File: src/rtl/dom_share_mask_prng.sv
// Masked-datapath front end: splits unshared X/Y into Boolean shares and emits fresh
// randomness Z, all drawn from a seeded Fibonacci LFSR that must warm up after every seed.
module dom_share_mask_prng #(
  parameter int SHARES = 2,
  parameter int N      = 4,
  parameter int LFSR_W = 64,
  parameter int WARMUP = 16
) (
  input  logic                            ClkxCI,
  input  logic                            RstxBI,
  input  logic [LFSR_W-1:0]               SeedxDI,
  input  logic                            SeedValidxSI,
  input  logic [N-1:0]                    XxDI,
  input  logic [N-1:0]                    YxDI,
  input  logic                            InValidxSI,
  output logic                            InReadyxSO,
  output logic [N*SHARES-1:0]             _XxDO,
  output logic [N*SHARES-1:0]             _YxDO,
  output logic [N*SHARES*(SHARES-1)-1:0]  _ZxDO,
  output logic                            OutValidxSO,
  input  logic                            OutReadyxSI,
  output logic                            SeededxSO,
  output logic [1:0]                      o_dbg_state,
  output logic [LFSR_W-1:0]               o_dbg_lfsr
);

  localparam int SW = N * (SHARES - 1);
  localparam int ZW = N * SHARES * (SHARES - 1);
  localparam int R  = 2 * SW + ZW;
  localparam int CW = $clog2(WARMUP + 1);

  typedef enum logic [1:0] {
    ST_UNSEEDED = 2'd0,
    ST_WARMUP   = 2'd1,
    ST_RUN      = 2'd2
  } state_t;

  state_t              r_state;
  logic [LFSR_W-1:0]   r_lfsr;
  logic [CW-1:0]       r_cnt;
  logic [N*SHARES-1:0] r_x_sh;
  logic [N*SHARES-1:0] r_y_sh;
  logic [ZW-1:0]       r_z;
  logic                r_valid;

  logic [LFSR_W-1:0]   w_lfsr_adv;
  logic [R-1:0]        w_rand;
  logic [N-1:0]        w_x0;
  logic [N-1:0]        w_y0;
  logic                w_accept;

  // Taps for x^64+x^63+x^61+x^60+1; the feedback bit enters at the LSB.
  function automatic logic [LFSR_W-1:0] lfsr_step(input logic [LFSR_W-1:0] s);
    return {s[LFSR_W-2:0], s[LFSR_W-1] ^ s[LFSR_W-2] ^ s[LFSR_W-4] ^ s[LFSR_W-5]};
  endfunction

  always_comb begin
    w_lfsr_adv = r_lfsr;
    w_rand     = '0;
    for (int i = 0; i < R; i++) begin
      w_rand[i]  = w_lfsr_adv[LFSR_W-1];
      w_lfsr_adv = lfsr_step(w_lfsr_adv);
    end
  end

  // Share 0 is one flat XOR of the raw operand with fresh chunks; the operand is never stored.
  always_comb begin
    w_x0 = XxDI;
    w_y0 = YxDI;
    for (int i = 0; i < SHARES - 1; i++) begin
      w_x0 = w_x0 ^ w_rand[i*N +: N];
      w_y0 = w_y0 ^ w_rand[SW + i*N +: N];
    end
  end

  // Valid/ready: a transfer happens on a rising edge where valid and ready are both high;
  // valid never depends on ready, while InReadyxSO depends combinationally on OutReadyxSI.
  assign InReadyxSO = (r_state == ST_RUN) && (!r_valid || OutReadyxSI);
  assign w_accept   = InValidxSI && InReadyxSO && !SeedValidxSI;

  always_ff @(posedge ClkxCI or negedge RstxBI) begin
    if (!RstxBI) begin
      r_state <= ST_UNSEEDED;
      r_lfsr  <= '0;
      r_cnt   <= '0;
      r_x_sh  <= '0;
      r_y_sh  <= '0;
      r_z     <= '0;
      r_valid <= 1'b0;
    end else begin
      if (SeedValidxSI) begin
        r_lfsr  <= (SeedxDI == '0) ? LFSR_W'(1) : SeedxDI;
        r_cnt   <= '0;
        r_state <= ST_WARMUP;
      end else begin
        case (r_state)
          ST_WARMUP: begin
            r_lfsr <= lfsr_step(r_lfsr);
            if (r_cnt == CW'(WARMUP - 1)) r_state <= ST_RUN;
            else                          r_cnt   <= r_cnt + CW'(1);
          end
          ST_RUN: if (w_accept) r_lfsr <= w_lfsr_adv;
          default: ;
        endcase
      end

      if (w_accept) begin
        r_x_sh  <= {w_rand[SW-1:0], w_x0};
        r_y_sh  <= {w_rand[2*SW-1:SW], w_y0};
        r_z     <= w_rand[R-1:2*SW];
        r_valid <= 1'b1;
      end else if (OutReadyxSI) begin
        r_valid <= 1'b0;
      end
    end
  end

  assign _XxDO       = r_x_sh;
  assign _YxDO       = r_y_sh;
  assign _ZxDO       = r_z;
  assign OutValidxSO = r_valid;
  assign SeededxSO   = (r_state == ST_RUN);
  assign o_dbg_state = r_state;
  assign o_dbg_lfsr  = r_lfsr;

endmodule

File: config.mk
export PLATFORM = sky130hd
export DESIGN_NAME = dom_share_mask_prng
export DESIGN_NICKNAME = d
export VERILOG_FILES = /design/src/rtl/dom_share_mask_prng.sv
export SDC_FILE = /design/constraint.sdc
export NUM_CORES = 1
export LEC_CHECK = 0
export BUFFER_PORTS_ARGS = -buffer_cell sky130_fd_sc_hd__buf_2
export CAP_MARGIN = 25
export CORE_MARGIN = 3
export CORE_UTILIZATION = 35
export DETAILED_ROUTE_END_ITERATION = 6
export PLACE_DENSITY_LB_ADDON = 0.25
export SYNTH_ARGS = -nofsm -noshare
export SYNTH_HDL_FRONTEND = slang
export SYNTH_SLANG_ARGS = --single-unit
File: constraint.sdc
create_clock -name ClkxCI -period 1.86 [get_ports ClkxCI]
set_input_delay 0.372 -clock ClkxCI [delete_from_list [all_inputs] [get_ports ClkxCI]]
set_output_delay 0.372 -clock ClkxCI [all_outputs]
set_load 0.02 [all_outputs]
### After elaboration in Yosys (flattened, before gate mapping)

Cells that the tools add are included.

| word-level totals | value |
|---|---|
| bits in registers | 96 |
| output and inout bits | 93 |
| word-level logic and storage cells | 89 |

| cells by class | value |
|---|---|
| $add $sub $neg | 1 |
| eq/ne operators | 5 |
| muxes and demuxes | 12 |
| bitwise operators | 50 |
| reduce and logical (&&, ||, !) cells | 14 |

Operators by type and width:

| kind | number |
|---|---|
| $mux 64 | 3 |
| $pmux 64 s2 | 1 |
| $logic_not 64->1 | 1 |
| $xor 1x1->1 | 48 |
| $mux 5 | 3 |
| $xor 4x4->4 | 2 |
| $mux 2 | 3 |
| $reduce_and 2->1 | 3 |
| $reduce_bool 2->1 | 3 |
| $add 5x1->5 const B | 1 |
| $eq 5x4->1 const B | 1 |
| $logic_and 1x1->1 | 3 |
| $ne 3x2->1 const B | 1 |
| $reduce_bool 3->1 | 1 |
| $eq 2x1->1 const B | 1 |
| $eq 2x2->1 const B | 1 |
| $logic_not 1->1 | 2 |
| $mux 1 | 2 |
| $ne 2x2->1 const B | 1 |
| $logic_or 1x1->1 | 1 |

### Logic depth before layout (Yosys ltp)

Gate-level depths: netlist (run 1).

| logic depth | value |
|---|---|
| depth in word-level cells | 8 |
| gate-level depth with buffers | 8 |
| gate-level depth less buffers | 7 |

### Least setup slack after synthesis (run 1)

Ideal clock, no wire load.

| timing | value |
|---|---|
| kind | reg2reg |
| from | reg r_state[1], in the netlist o_dbg_state[1] |
| to | reg r_x_sh[4], in the netlist _XxDO[4] |
| setup time | 0.125 ns |
| arrival | 1.725 ns |
| required time | 1.735 ns |
| setup slack | 0.011 ns |
| stages on the path, launching flop included | 7 |
| buffers on the path | 2 |
| period minus slack after synthesis | 1.849 ns |
| path through | dfrtp_1 -> nor2b_1 -> buf_2 -> o21a_2 -> nand3b_1 -> buf_2 -> mux2_2 |

| on the way | value |
|---|---|
| cells in the longest elaborated chain, start to end | 4 |

RTL lines:

| what | line | RTL |
|---|---|---|
| start: declaration | 38 | `state_t r_state;` |
| start signal: assignment | 83 | `r_state <= ST_UNSEEDED;` |
| start signal: assignment | 94 | `r_state <= ST_WARMUP;` |
| start signal: assignment | 99 | `if (r_cnt == CW'(WARMUP - 1)) r_state <= ST_RUN;` |
| $eq 2x2->1 | 78 | `assign InReadyxSO = (r_state == ST_RUN) && (!r_valid \|\| OutReadyxSI);` |
| $logic_and 1x1->1 | 78 |  |
| via InReadyxSO | 16 | `output logic InReadyxSO,` |
| $logic_and 1x1->1 (2 in series) | 79 | `assign w_accept = InValidxSI && InReadyxSO && !SeedValidxSI;` |
| end signal: assignment | 108 | `r_x_sh <= {w_rand[SW-1:0], w_x0};` |
| end: declaration | 41 | `logic [N*SHARES-1:0] r_x_sh;` |

The timed path passes the listed nets, and every way through them passes these cells.
A chain may end at the register's enable or synchronous reset.

### Final worst setup path (run 1)

| timing | value |
|---|---|
| from | reg r_state[0], in the netlist o_dbg_state[0] |
| to | out SeededxSO |

| on the way | value |
|---|---|
| cells in the longest elaborated chain, start to end | 1 |

RTL lines:

| what | line | RTL |
|---|---|---|
| $eq 2x2->1 | 122 | `assign SeededxSO = (r_state == ST_RUN);` |
| end: declaration | 22 | `output logic SeededxSO,` |

No other way between the ends.

==> impl_metrics.yaml, run 1 <==
floorplan:
  core_area_sq_mm: 0.0148
  die_h_microns: 130
  ios: 170
  start_util_pct: 36.2
  die_x_microns: 130
  die_area_sq_mm: 0.0168
  num_rows: 44
clock_tree:
  htreeDepth: 3
  cts_root_buffer: "clkbuf_16"
  numCtsBuffers: 9
  cts_tree: "built"
  numClockSinks: 96
  clk_path_buf_depth: 2
  clock_latency_ns: 0.35
  path_clk_slew_ns: 0.06
placement:
  port_buffers: 169
  dp_hpwl_microns: 13200
  dpl-instance-area_sq_mm: 0.00652
  routabilityCongestion: 0.891
  dp.cells: 924
hold_path:
  hold_path.class: "in -> reg"
sta:
  worst_hold_slack_ns: 0.230
  worst_pin_slew_ns: 0.653
  finalCritPeriodShare_pct: 97.4
  finalSetupViolations: 0
  rsz0062_at_grt: "false"
  final_hold_viol_count: 0
  fin_skew_ns: 0.00607
  finalMaxSlewViolations: 0
  period_needed_ns: 1.81
  max_freq_ghz: 0.552
  max_slew_margin_pct: 56.1
global_route:
  grt_pass1_vias: 4741
  antenna_found_initial: 2
  grt_pass1_wl_microns: 26800
  track_usage_pct: 20.9
  grt_remaining_overflow: 0
  grt_max_degree: 99
finish:
  drive_gt1_share_pct: 30.9
  fin_nets: 832
  layout.cells.non_filler: 942
  fin_util_pct: 46.9
  diodes: 0
  areaGrowthSynthToFinish_pct: 29.4
  fillers: 1454
  fin_area_sq_mm: 0.00692
route:
  drt_iter0_drc: 281
  drc: 0
  wl_per_cell_microns: 18.4
  vias: 4954
  viasPerCell: 5.26
  ant_nets: 0
  drt-total-wl_microns: 17300
  dr.pass1.iters: 5
critical_path:
  arrival_ns: 1.44
  crit_path_start_kind: "register"
  worstPathRequired_ns: 1.49
  critical_path.max_fanout: 12
  crit_path_end_kind: "output pin"
  worstSetupPathType: "reg -> out"
logic_synthesis:
  avgSynthCellArea_sq_um: 8.96
  post-synth-top-area-cell: "dfrtp_1"
  yosysUniqueCellTypes: 29
  yosys.area.top_type_share_pct: 45.0
  ys_ff_latch: 96
  synth_area_sq_mm: 0.00534
  ys_warn_count: 0
  syn_nets: 675
  synth_area_leaders: "dfrtp_1, mux2i_1, xnor2_1, a21oi_1, o21ai_0"
  synthCells: 596
  yosysSeqAreaShare_pct: 45.0
power:
  p_leak_nw: 3.02
  ir_drop_mv: 0.466
  power_per_cell_area_mw_per_mm2: 864
run:
  maxCapViolations: 0
outcome:
  outcome: "complete, no violations"
## path summary, 6_finish.rpt
path	from	end	slack (ns)	depth (start not counted)
worst max register to register	r_cnt[0]	r_cnt[0]	0.14	7
max in group asynchronous	RstxBI	o_dbg_lfsr[39]	0.82	3
worst max-delay path	o_dbg_state[0]	SeededxSO	0.05	4
min in group asynchronous	RstxBI	_YxDO[5]	0.43	2
worst min-delay path	OutReadyxSI	OutValidxSO	0.23	2
worst min register to register	_XxDO[2]	_XxDO[2]	0.48	2
## metrics by stage
step / setup WS [ns] / setup TNS, ns / total power (W)
finish: 0.0481 / 0 / 0.00598
global route: 0.00893 / 0 / 0.00624
CTS: 0.000126 / 0 / 0.00602
detailed placement: -0.0830 / -0.0830 / 0.00370
global placement: -0.0471 / -0.0471 / 0.00368
floorplan: 0.0108 / 0 / 0.00314
## report_power, final
part	internal [W]	switching (W)	leakage (nW)
Clock	0.00148	0.000832	0.182
Sequential	0.00223	0.000245	1.21
Combinational	0.000488	0.000693	1.62
Total	0.00421	0.00177	3.02
## synthesized netlist by cell type
| library cell | n |
|---|---|
| a211o_1 | 1 |
| xnor2_1 | 47 |
| nor3b_1 | 1 |
| nor3_1 | 2 |
| a211oi_4 | 1 |
| ha_1 | 2 |
| mux2i_1 | 50 |
| o21ai_0 | 62 |
| nor2b_1 | 3 |
| o21a_2 | 1 |
| dfrtp_1 | 96 |
| buf_4 | 4 |
| inv_1 | 2 |
| xor2_1 | 2 |
| nand2b_1 | 1 |
| a21oi_1 | 69 |
| nand3b_1 | 1 |
| and3_1 | 1 |
| nand4_1 | 5 |
| o21ai_1 | 5 |
| nor4_1 | 17 |
| a211oi_1 | 16 |
| nand2_1 | 67 |
| buf_2 | 12 |
| a21o_1 | 1 |
| buf_1 | 4 |
| mux2_2 | 16 |
| nor2_1 | 75 |
| clkbuf_1 | 32 |
## layer usage
metal  routed length (microns)  global-route usage, %  up-vias
met5                        23                      0        -
met4                       290                   6.17        4
met3                      1240                   5.15       26
met2                      7770                   32.1      188
met1                      8000                   29.5     2360
li1                          -                      -     2376
## cell usage in the layout, fill, tap and decap left out, drive strengths merged, types with 16 or more instances in the layout
master  Yosys  final
nand2      67     67
a21oi      69     69
nor2       75     75
a211oi     17     17
dfrtp      96     96
o21ai      67     67
mux2i      50     50
nor4       17     17
mux2       16     16
xnor2      47     47
buf        20    197
## sequential cells by signal (all words and copies together) (netlist names)
name         flops
o_dbg_lfsr      64
_XxDO            8
_YxDO            8
_ZxDO            8
r_cnt            5
o_dbg_state      2
OutValidxSO      1
## cell families after synthesis
group	share of synthesized area, %
muxes	12.7
buffers and inverters	4.36
DFF	45.0
adders and majority gates	0.468
AOI/OAI and AO/OA	15.8
and+or+nand+nor	13.6
xor gates and xnor gates	8.03
## repair_timing
item,4_1_cts,5_1_grt
buffers inserted,1,0
hold endpoints to repair,16,0
hold buffers,1,0
setup endpoints to repair,1,6
gates resized for setup,1,2
## worst max-delay path, cell delays in order (launching register included)
cell and delay, ns:
dfrtp_2 0.45, nor2b_4 0.14, buf_4 0.18, buf_6 0.16, buf_2 0.17
## area by class of cell
type,instances,area (sq um),share of cell area [%]
clock inverters,6,130,1.88
inverters,2,7.51,0.109
repair buffers,198,1190,17.2
flip-flops and latches,96,2400,34.8
well taps,184,230,3.33
clock buffers,10,239,3.46
multi-input cells,446,2720,39.3
(Power assumes the default switching activity.)
==> run 2, diff against run 1 <==
ABC_AREA = 1   (was default)
==> impl_metrics.yaml, run 2 <==
outcome:
  outcome: "complete, no violations"
sta:
  max_slew_margin_pct: 64.2
  worst_slack_ns: 0.0922
  finalSetupTns_ns: 0
  finalMaxSlewViolations: 0
  worst_hold_slack_ns: 0.0845
  finalCritPeriodShare_pct: 95.0
  worst_pin_slew_ns: 0.536
  finalSetupViolations: 0
  fin_skew_ns: 0.00430
  max_freq_ghz: 0.566
  rsz0062_at_grt: "false"
  period_needed_ns: 1.77
  final_hold_viol_count: 0
critical_path:
  crit_path_start_kind: "register"
  worstSetupPathType: "reg -> out"
  arrival_ns: 1.40
  crit_path_end_kind: "output pin"
  critical_path.max_fanout: 36
  worstPathRequired_ns: 1.49
clock_tree:
  htreeDepth: 3
  hold_buffers: 0
  clock_latency_ns: 0.35
  cts_tree: "built"
  cts_root_buffer: "clkbuf_16"
  path_clk_slew_ns: 0.06
  clk_path_buf_depth: 2
  numCtsBuffers: 9
  numClockSinks: 96
floorplan:
  start_util_pct: 36.1
  ios: 170
  die_h_microns: 132
  core_area_sq_mm: 0.0154
  die_area_sq_mm: 0.0174
  die_x_microns: 132
  num_rows: 45
global_route:
  track_usage_pct: 20.9
  grt_max_degree: 97
  grt_pass1_wl_microns: 28800
  grt_remaining_overflow: 0
  grt_pass1_vias: 5143
  antenna_found_initial: 0
logic_synthesis:
  ys.flop_type: "dfrtp_1"
  synth_area_sq_mm: 0.00556
  async_reset_ff_share_pct: 100
  syn_nets: 852
  yosys.area.top_type_share_pct: 43.2
  yosysUniqueCellTypes: 25
  ys_ff_latch: 96
  yosysMostFrequentCell: "nand2_1"
  synth_area_leaders: "dfrtp_1, nand2_1, a21oi_1, o21ai_0, nor2_1"
  post-synth-top-area-cell: "dfrtp_1"
  synth.top_cells.by_count: "nand2_1, a21oi_1, dfrtp_1"
  synthCells: 773
  synth_edf_count: 0
  yosysSeqAreaShare_pct: 43.2
  avgSynthCellArea_sq_um: 7.19
  ys_warn_count: 0
route:
  vias: 5666
  drc: 0
  viasPerCell: 5.01
  drt_iter0_drc: 339
  drt-total-wl_microns: 18600
  ant_nets: 0
  dr.pass1.iters: 5
  wl_per_cell_microns: 16.4
placement:
  dp_hpwl_microns: 13500
  routabilityCongestion: 0.843
  place_ws_ns: 0.204
  dpl-instance-area_sq_mm: 0.00663
  port_buffers: 169
finish:
  largest_register_ffs: 64
  fin_nets: 995
  multi_input_area_sq_mm: 0.00279
  fin_area_sq_mm: 0.00694
  fillers: 1595
  final_cell_mix: "nand2_1, buf_2, dfrtp_1, a21oi_1"
  final_common_cell: "nand2_1"
  regArea_sq_mm: 0.00240
  drive_gt1_share_pct: 23.3
  areaGrowthSynthToFinish_pct: 24.9
  diodes: 0
power:
  total_power_w: 0.00534
  p_leak_nw: 3.29
  power_per_cell_area_mw_per_mm2: 770
  ir_drop_mv: 0.432
hold_path:
  hold_path.class: "in -> async"
run:
  maxCapViolations: 0
[run 2: changes by cell type in the layout (fill, tap and decap cells not counted), sizes merged, moves of 17 or more]
cell | previous run | this run
o21ai | 67 | 87
o211ai | 0 | 29
inv | 2 | 33
xnor2 | 47 | 21
nand3 | 0 | 24
nor4 | 17 | 0
a211oi | 17 | 0
a21oi | 69 | 96
nand2 | 67 | 249
mux2i | 50 | 0
[run 2: through the flow]
stage	instances	util, %
after floorplan	773	-
after global placement	1115	43.1
after detailed placement	1115	43.1
after CTS	1131	45.0
after global routing	1132	45.1
final	1132	45.1
[run 2: final timing paths]
path	startpoint	depth (start not counted)	end	slack, ns
worst max-delay path	o_dbg_state[0]	3	SeededxSO	0.09
worst min-delay path	RstxBI	2	_XxDO[2]	0.08
worst max register to register	r_cnt[0]	9	r_cnt[3]	0.19
worst min register to register	_YxDO[6]	2	_YxDO[6]	0.47
max in group asynchronous	RstxBI	2	o_dbg_lfsr[24]	1.38
min in group ClkxCI	OutReadyxSI	2	OutValidxSO	0.23
[run 2: repair_timing]
| item | CTS | global route |
|---|---|---|
| gates resized for setup | 0 | 1 |
| setup endpoints to repair | 0 | 2 |
| buffers inserted | 0 | 0 |
[run 2: power by group]
group	switching (W)	internal (W)	leakage (nW)	total [W]
clock network	0.000793	0.00101	0.145	0.00180
logic	0.000653	0.000400	1.96	0.00105
registers	0.000249	0.00224	1.18	0.00249
[run 2: worst max-delay path, stage by stage, from the launching register on]
cell,delay (ns)
dfrtp_1,0.41
nor2_4,0.20
buf_12,0.23
buf_2,0.20
[run 2: final cells by class]
type,instances,area share (%)
Clock buffer,13,3.89
Clock inverter,3,0.216
Inverter,33,1.79
Multi-Input combinational cell,591,40.2
Sequential cell,96,34.6
Tap cell,211,3.80
Timing Repair Buffer,185,15.5
[run 2: kinds of logic (layout without fill, tap and decap cells)]
| family | Yosys count | in the layout | share of synthesized area, % |
|---|---|---|---|
| XOR/XNOR | 27 | 27 | 4.26 |
| adder cells (fa/ha/maj) | 2 | 2 | 0.450 |
| AO/OA/AOI/OAI | 214 | 214 | 20.6 |
| flip-flops | 96 | 96 | 43.2 |
| AND/OR/NAND/NOR | 348 | 348 | 24.9 |
| buffers and inverters | 86 | 234 | 6.53 |
[run 2: per-layer routing]
metal  wire length, microns  vias up  track usage (%)
met3                   1170       24             2.98
met4                    386        0             6.77
li1                       -     2833                -
met2                   8500      235             31.8
met5                      0        -                0
met1                   8500     2574             30.7
